===== src/rtl/qcnot_exec_reg.sv =====
// rtl/qcnot_exec_reg.sv - reversible 5-bit state register around the qcnot fan-out CNOT stage
//
// Holds a WIDTH-bit state that feeds an external combinational qcnot stage
// through gate_in and takes the stage's result back on gate_out. A forward
// operation records the pre-gate state in a circular history and latches the
// gate result. A reverse operation re-applies the self-inverse gate and checks
// the result against the popped history entry. Any mismatch raises a sticky
// err flag.
//
// Ports:
//   clk, rst_n             clock, asynchronous active-low reset
//   load_valid, load_data  single-cycle load of a new state (honoured in IDLE only)
//   op_valid, op_dir       gate-operation request, 0 = forward, 1 = reverse
//   op_ready               operation can be accepted this cycle
//   gate_in / gate_out     drive to / return from the qcnot stage
//   state                  current register value
//   done, rej              one-cycle completion pulse; rej flags a rejected op
//   err                    sticky reversibility-check failure
//   op_count               net forward minus reverse count, mod 2^CNT_W
//   hist_level             number of valid history entries

module qcnot_exec_reg #(
    parameter int WIDTH = 5,
    parameter int DEPTH = 8,
    parameter int CNT_W = 4
) (
    input  logic                     clk,
    input  logic                     rst_n,
    input  logic                     load_valid,
    input  logic [WIDTH-1:0]         load_data,
    input  logic                     op_valid,
    input  logic                     op_dir,
    output logic                     op_ready,
    output logic [WIDTH-1:0]         gate_in,
    input  logic [WIDTH-1:0]         gate_out,
    output logic [WIDTH-1:0]         state,
    output logic                     done,
    output logic                     rej,
    output logic                     err,
    output logic [CNT_W-1:0]         op_count,
    output logic [$clog2(DEPTH):0]   hist_level
);

    localparam int PW = $clog2(DEPTH);
    localparam int LW = PW + 1;

    localparam logic [1:0] S_IDLE  = 2'd0;
    localparam logic [1:0] S_APPLY = 2'd1;
    localparam logic [1:0] S_RESP  = 2'd2;

    localparam logic [LW-1:0] LEVEL_FULL = LW'(DEPTH);

    logic [1:0]       fsm;
    logic             dir_q;
    logic [PW-1:0]    ptr;
    logic [PW-1:0]    ptr_top;
    logic [WIDTH-1:0] hist [DEPTH];
    logic [WIDTH-1:0] hist_top;
    logic             hist_empty;
    logic             push;

    // The history is a circular stack: ptr always points at the next slot to
    // write, so the most recent entry sits one below it. When the stack is
    // full, ptr has wrapped onto the oldest entry and a push overwrites it.
    assign ptr_top    = ptr - PW'(1);
    assign hist_top   = hist[ptr_top];
    assign hist_empty = (hist_level == '0);
    assign push       = (fsm == S_APPLY) && !dir_q;

    assign op_ready = (fsm == S_IDLE) && !load_valid;
    assign gate_in  = state;

    // History storage needs no reset: entries are only read while
    // hist_level says they are valid.
    always_ff @(posedge clk) begin
        if (push) begin
            hist[ptr] <= state;
        end
    end

    always_ff @(posedge clk or negedge rst_n) begin
        if (!rst_n) begin
            fsm        <= S_IDLE;
            dir_q      <= 1'b0;
            ptr        <= '0;
            state      <= '0;
            hist_level <= '0;
            op_count   <= '0;
            err        <= 1'b0;
            done       <= 1'b0;
            rej        <= 1'b0;
        end else begin
            // done/rej are pulses: raised on the APPLY edge so they are
            // visible for exactly the RESP cycle.
            done <= 1'b0;
            rej  <= 1'b0;

            case (fsm)
                S_IDLE: begin
                    if (load_valid) begin
                        // A load takes priority over a concurrent op request;
                        // op_ready is already low in that case.
                        state      <= load_data;
                        ptr        <= '0;
                        hist_level <= '0;
                        op_count   <= '0;
                        err        <= 1'b0;
                    end else if (op_valid) begin
                        dir_q <= op_dir;
                        fsm   <= S_APPLY;
                    end
                end

                S_APPLY: begin
                    fsm  <= S_RESP;
                    done <= 1'b1;
                    if (!dir_q) begin
                        state    <= gate_out;
                        ptr      <= ptr + PW'(1);
                        op_count <= op_count + CNT_W'(1);
                        if (hist_level != LEVEL_FULL) begin
                            hist_level <= hist_level + LW'(1);
                        end
                    end else if (hist_empty) begin
                        rej <= 1'b1;
                    end else begin
                        // The gate is its own inverse, so re-applying it must
                        // reproduce the recorded pre-gate state. The result is
                        // taken regardless; a mismatch is only reported.
                        state      <= gate_out;
                        ptr        <= ptr_top;
                        hist_level <= hist_level - LW'(1);
                        op_count   <= op_count - CNT_W'(1);
                        if (gate_out != hist_top) begin
                            err <= 1'b1;
                        end
                    end
                end

                S_RESP: begin
                    fsm <= S_IDLE;
                end

                default: begin
                    fsm <= S_IDLE;
                end
            endcase
        end
    end

endmodule

===== config.mk =====
export PLATFORM = sky130hd
export DESIGN_NAME = qcnot_exec_reg
export DESIGN_NICKNAME = d
export VERILOG_FILES = /design/src/rtl/qcnot_exec_reg.sv
export SDC_FILE = /design/constraint.sdc
export NUM_CORES = 1
export LEC_CHECK = 0
export CORE_MARGIN = 2
export CORE_UTILIZATION = 59
export CTS_CLUSTER_DIAMETER = 150
export CTS_CLUSTER_SIZE = 28
export DETAILED_ROUTE_END_ITERATION = 12
export PLACE_DENSITY = 0.84
export RECOVER_POWER = 100
export REMOVE_ABC_BUFFERS = 1
export SYNTH_ARGS = -nofsm -noshare
export SYNTH_HDL_FRONTEND = slang
export SYNTH_SLANG_ARGS = --single-unit

===== constraint.sdc =====
create_clock -name clk -period 4.5 [get_ports clk]
set_input_delay 1.35 -clock clk [delete_from_list [all_inputs] [get_ports clk]]
set_output_delay 1.35 -clock clk [all_outputs]
set_load 0.05 [all_outputs]

==> results of run 1 <==
## metal layers
metal / track usage, % / up-vias / routed length, µm
li1: - / 826 / -
met1: 28.8 / 870 / 2380
met2: 34.8 / 72 / 2650
met3: 7.27 / 10 / 393
met4: 9.09 / 0 / 94
met5: 0 / - / 0
## registers in the layout (all words and copies together) (netlist names)
register,cells
hist,40
gate_in,5
hist_level,4
op_count,4
ptr,3
fsm,2
dir_q,1
done,1
err,1
rej,1
## area by class of cell
class	instances	area share [%]
clock buffer	9	3.64
inverter	10	1.10
multi-input combinational	122	29.1
timing repair buffer	37	10.5
sequential	62	51.5
clock inverter	7	2.21
tap	54	1.99
## worst max-delay path: stages
cell	delay [ns]
dlygate4sd3_1	0.57
nor3_1	0.21
clkbuf_1	0.50
## synth_stat cells, types with 2 or more instances
cell type and n:
buf_4 5, o21ai_0 6, inv_1 9, nand2_1 24, nor3_1 4, mux4_2 4, clkbuf_1 3, o22ai_1 3
ha_1 6, fa_1 2, buf_2 2, a21o_1 3, edfxtp_1 40, dfrtp_1 22, mux4_1 6, o21ai_1 7
nand3_1 2, nor2_1 14, xnor2_1 8, xor2_1 6, mux2i_1 4, a31oi_1 7, nand2b_1 2, a21oi_1 2
## worst max path at each step
stage	cells past startpoint	slack [ns]	end
6_report	3	0.52	op_ready
5_1_grt	3	0.49	op_ready
4_1_cts	3	0.89	op_ready
3_5_place_dp	3	0.89	op_ready
3_3_place_gp	3	0.97	op_ready
2_1_floorplan	1	0.72	op_ready
## power groups by stage
stage / clock, mW / sequential (mW) / combinational, mW
detailed placement: 0 / 0.767 / 0.562
global route: 0.514 / 0.764 / 0.583
finish: 0.486 / 0.754 / 0.546
floorplan: 0 / 0.876 / 0.276
global placement: 0 / 0.763 / 0.550
CTS: 0.492 / 0.756 / 0.570
## logic make-up (layout without fill, tap and decap cells)
logic type,Yosys count,after routing,synth area share [%]
mux,15,15,10.4
buf+inv,22,63,4.27
xor+xnor,15,15,5.23
compound gates,33,33,7.28
simple gates,51,51,7.76
flops,62,62,61.0
fa+ha+maj,8,8,4.01
## through the flow
step           power (mW)  util (%)  setup WS, ns  instance area [µm²]  instances
2_1_floorplan        1.15         -         0.725                 2790        194
3_3_place_gp         1.31      68.6         0.968                 3220        285
3_5_place_dp         1.33      68.6         0.891                 3220        285
4_1_cts              1.82      72.8         0.886                 3420        301
5_1_grt              1.86      72.5         0.486                 3400        301
6_report             1.78      72.5         0.522                 3400        301
==> qor.csv, run 1 <==
stage,metric,value,unit
yosys,Avg Inst Size Synth,13.9,µm²
yosys,Post-synth EDFFs,40,
route,routed via count,1778,
worst_setup_path,R2R Setup Slk,1.55,ns
die,initial core utilization,61.2,%
sta,Slew Limit Headroom,30.9,%
worst_hold_path,hold crit path type,register to register,
die,number of top-level pins,37,
worst_setup_path,r2r endpoint,err,
cells_and_area,Register Area,1750,µm²
yosys,Synth top area share,41.8,%
worst_setup_path,Crit path arrival time,2.63,ns
yosys,Cell variety after synth,39,
pwr,Pwr per Cell Area,525,nW/µm²
global_routing,gr usage total,22.2,%
sta,fin crit share,88.4,%
cells_and_area,Antenna Cells,0,
cts,CTS tree,built,
sta,"Hold Violations, Final",0,
pwr,sequential power share,42.2,%
cts,Clock Latency Late Sink,0.34,ns
route,WL final,5.52,mm
die,overall die height,73.8,µm
place,Detailed Place HPWL,3.66,mm
global_routing,via count of the first global-routing pass,1724,
sta,RSZ-0062 raised after global routing,false,
cts,CTS hold repair buffers,0,
worst_hold_path,hold path depth,2,
yosys,"area leader, netlist",edfxtp_1,
run_status,status,"finished, final reports clean",
worst_setup_path,"Req. time, crit path",3.15,ns
route,Detail Route Antenna Nets,0,
sta,fin. max-slew vios,0,
pwr,Clock power frac,27.2,%
pwr,Leak Pwr,1.29,nW
place,gpl congestion,0.753,
worst_setup_path,r2r startpoint,ptr[0],
worst_setup_path,CP Class,input port to output port,
cells_and_area,Multi-input gate area,988,µm²
worst_setup_path,Worst Setup End Kind,output port,
yosys,cell area after synthesis,2870,µm²
global_routing,initial antenna violation count,0,
yosys,synthesized instance count,206,
worst_setup_path,CP startpoint kind,input port,
die,core box area,4690,µm²
place,number of I/O port buffers,36,
pwr,sw power,0.642,mW
sta,final setup violating endpoints,0,
route,Pre-Repair DR Iteration Count,4,
cts,Clock Tree Root,clkbuf_8,
sta,fin crit period,3.98,ns
worst_setup_path,Worst Setup SP,load_valid,
yosys,Synth Warn #,0,
worst_hold_path,min-delay src,op_count[2],
sta,Max Clk Rate,251,MHz
cts,post-cts sizing count,0,
worst_hold_path,Worst Hold Endpoint,op_count[2],
worst_setup_path,crit path max fanout,3,
cells_and_area,fill count,308,
global_routing,first-pass GRT wire length,8.60,mm
die,die width,73.8,µm
cells_and_area,most frequent cells in the layout,"40 x edfxtp_1, 24 x nand2_1, 23 x dlygate4sd3_1",
yosys,Main synth FF type,edfxtp_1,
die,die area,5440,µm²
yosys,"FFs w/ async S/R, synth",35.5,%
route,routed length per placed instance,18.3,µm
sta,Fin Setup TNS,0,ns
global_routing,grt ovf,0,
global_routing,largest net degree at the start of global routing,23,
sta,skew final,0.00668,ns
cells_and_area,layout cells sized above 1,8.50,%
route,vias per cell,5.91,
run,max cap viols,0,
worst_setup_path,cells on worst reg2reg path,6,
cts,number of buffers created by CTS,9,
pwr,Comb power frac,30.6,%
pwr,VDD IR-drop max,0.376,mV
cts,Post-CTS Setup Bufs,0,
cells_and_area,layout overhead on the synthesized area,18.5,%
pwr,internal power,1.14,mW
route,drc violations,0,
cts,"Clk pin slew, worst setup/hold paths",0.07,ns
cells_and_area,"commonest non-fill, non-tap cell in the layout",edfxtp_1,
pwr,switching share of power,36.0,%
route,1st-iter DRT viols,102,
cts,clock sinks,62,
cts,depth of the CTS H-tree,3,
yosys,"Seq/Total Area, Yosys",61.0,%
sta,Min Hold Slack,0.526,ns
yosys,Yosys reg bits,62,
yosys,"top cells by area, synth","edfxtp_1 42%, dfrtp_1 19%, mux4_1 5.5%, mux4_2 3.1%, nand2_1 3.1%",
cts,CTS Buffer Depth,2,
sta,Worst-Margin Slew,1.03,ns
die,row cnt,25,
cells_and_area,post-layout net count,265,
(Power assumes the default switching activity.)
==> run 2, diff against run 1 <==
--- a/config.mk
+++ b/config.mk
@@ -5,11 +5,12 @@
 export SDC_FILE = /design/constraint.sdc
 export NUM_CORES = 1
 export LEC_CHECK = 0
-export CORE_MARGIN = 2
+export CORE_MARGIN = 4
 export CORE_UTILIZATION = 59
 export CTS_CLUSTER_DIAMETER = 150
 export CTS_CLUSTER_SIZE = 28
 export DETAILED_ROUTE_END_ITERATION = 12
+export GPL_TIMING_DRIVEN = 0
 export PLACE_DENSITY = 0.84
 export RECOVER_POWER = 100
 export REMOVE_ABC_BUFFERS = 1
==> run 2 against run 1 <==
- utilization is 1.0 points lower
- worst setup slack lost 0.36 ns
- cell count is 3.7% higher
- sequential power about the same
- critical endpoint unchanged
- clock-buffer cell count did not move
- largest cell class unchanged
- register-to-register slack gained 0.07 ns
- worst hold slack improved by 0.0013 ns
- non-clock buffer count fell by 1
- sequential cell count did not move
- sequential share of layout area up 0.40 points
- critical path depth did not move
- clock skew increased by 0.0019 ns
- highest routed layer unchanged
==> qor.csv, run 2 (synthesized netlist as in run 1, its figures left out) <==
stage,metric,value,unit
worst_setup_path,Buf/Inv on CP,2,
worst_setup_path,CP startpoint kind,input port,
cts,Post-CTS Setup Bufs,0,
worst_hold_path,min-delay src,op_count[2],
worst_setup_path,crit path max fanout,3,
route,1st-iter DRT viols,189,
global_routing,initial antenna violation count,0,
cts,CTS hold repair buffers,0,
die,number of top-level pins,37,
route,routed length per placed instance,18.5,µm
route,drc violations,0,
cells_and_area,Antenna Cells,0,
cells_and_area,Final Cell Area,3380,µm²
cts,CTS Buffer Depth,2,
route,routed via count,1800,
cells_and_area,layout overhead on the synthesized area,17.6,%
run_status,status,"finished, final reports clean",
worst_setup_path,R2R Setup Slk,1.62,ns
worst_hold_path,Worst Hold Endpoint,op_count[2],
route,Pre-Repair DR Iteration Count,4,
pwr,VDD IR-drop max,0.310,mV
worst_setup_path,Crit. path cell count,3,
worst_setup_path,CP max-delay cell,clkdlybuf4s50_1,
worst_hold_path,hold path depth,2,
global_routing,gr usage total,21.3,%
sta,final setup violating endpoints,0,
route,DRT met1 WL,2.50,mm
worst_setup_path,r2r startpoint,ptr[0],
place,DP Area,3230,µm²
sta,RSZ-0062 raised after global routing,false,
cts,number of buffers created by CTS,9,
cells_and_area,"commonest non-fill, non-tap cell in the layout",edfxtp_1,
worst_setup_path,Crit path arrival time,2.99,ns
place,gpl congestion,0.808,
die,die area,6050,µm²
worst_setup_path,"Req. time, crit path",3.15,ns
sta,skew final,0.00858,ns
run,max cap viols,0,
global_routing,first-pass GRT wire length,9.61,mm
die,initial core utilization,60.8,%
global_routing,grt ovf,0,
die,die width,77.8,µm
die,row cnt,25,
cells_and_area,post-layout net count,264,
place,number of I/O port buffers,36,
sta,Worst-Margin Slew,1.18,ns
worst_setup_path,Crit path max-delay family,buffers and inverters,
cts,depth of the CTS H-tree,3,
cts,"Clk pin slew, worst setup/hold paths",0.06,ns
pwr,Pwr per Cell Area,499,nW/µm²
worst_setup_path,CP Class,input port to output port,
worst_setup_path,CP max stage delay,0.85,ns
place,DP Cell Count,297,
cells_and_area,most frequent cells in the layout,"40 x edfxtp_1, 24 x nand2_1, 23 x dlygate4sd3_1",
sta,Fin Setup TNS,0,ns
worst_setup_path,crit-path cells,"dlygate4sd3_1, nor3_1, clkdlybuf4s50_1",
route,uppermost layer routed,met4,
cts,CTS tree,built,
cts,Clock Tree Root,clkbuf_8,
global_routing,via count of the first global-routing pass,1934,
sta,"Hold Violations, Final",0,
cells_and_area,final core occ,71.5,%
worst_setup_path,r2r endpoint,err,
cts,post-cts sizing count,0,
die,core box area,4720,µm²
route,Detail Route Antenna Nets,0,
worst_setup_path,Worst Setup End Kind,output port,
die,overall die height,77.8,µm
sta,Slew Limit Headroom,21.3,%
route,metal2 WL,2.86,mm
sta,Max Clk Rate,230,MHz
cells_and_area,Biggest register,hist,
sta,fin crit period,4.34,ns
worst_hold_path,hold crit path type,register to register,
global_routing,largest net degree at the start of global routing,23,
worst_setup_path,cells on worst reg2reg path,6,
cts,Clock Latency Late Sink,0.33,ns
cells_and_area,Post-Layout Cell Count,312,
route,WL final,5.77,mm
cts,clock sinks,62,
cells_and_area,layout cells sized above 1,6.94,%
sta,fin. max-slew vios,0,
route,vias per cell,5.77,
route,met3 WL,323,µm
pwr,Leak Pwr,1.27,nW
cells_and_area,Largest register FFs,40,
place,Detailed Place HPWL,3.92,mm
sta,fin crit share,96.4,%
-- run 2: cell count changes in the layout (fill, tap and decap cells not counted), sizes merged --
cell	delta
clkbuf	-2
bufinv	-1
clkdlybuf4s50	+1
-- run 2: where the power goes --
part	leakage [nW]	internal [mW]	switching [mW]	total, mW
logic	0.560	0.218	0.329	0.547
clock network	0.0713	0.188	0.195	0.384
registers	0.643	0.670	0.0847	0.755
-- run 2: area by class of cell --
class	count	area, µm²
sequential	62	1750
timing repair buffer	36	360
inverter	10	37.5
clock inverter	6	30.0
fill	312	1350
multi-input combinational	122	988
tap	67	83.8
clock buffer	9	124
-- run 2: worst max path at each step --
stage | start | to
2_1_floorplan | load_valid | op_ready
3_3_place_gp | load_valid | op_ready
3_5_place_dp | load_valid | op_ready
4_1_cts | load_valid | op_ready
5_1_grt | load_valid | op_ready
6_report | load_valid | op_ready
-- run 2: tightest hold or removal path, delay by kind of cell, from the launching register on --
kind | cells | cell delay (ns)
AND/OR/NAND/NOR | 1 | 0.05
flip-flops | 1 | 0.37
AO/OA/AOI/OAI | 1 | 0.07
-- run 2: routing by layer --
layer / vias up / GRT usage (%)
met2: 68 / 33.7
met1: 900 / 27.4
li1: 822 / -
met5: - / 0
met4: 0 / 8.54
met3: 10 / 6.73
-- run 2: per-stage QoR --
| stage | power, mW | hold slack (ns) | worst slack (ns) |
|---|---|---|---|
| floorplan | 1.15 | 0.605 | 0.725 |
| global placement | 1.31 | 0.505 | 0.340 |
| detailed placement | 1.33 | 0.522 | 0.284 |
| CTS | 1.72 | 0.536 | 0.279 |
| global route | 1.78 | 0.552 | 0.124 |
| finish | 1.69 | 0.527 | 0.161 |
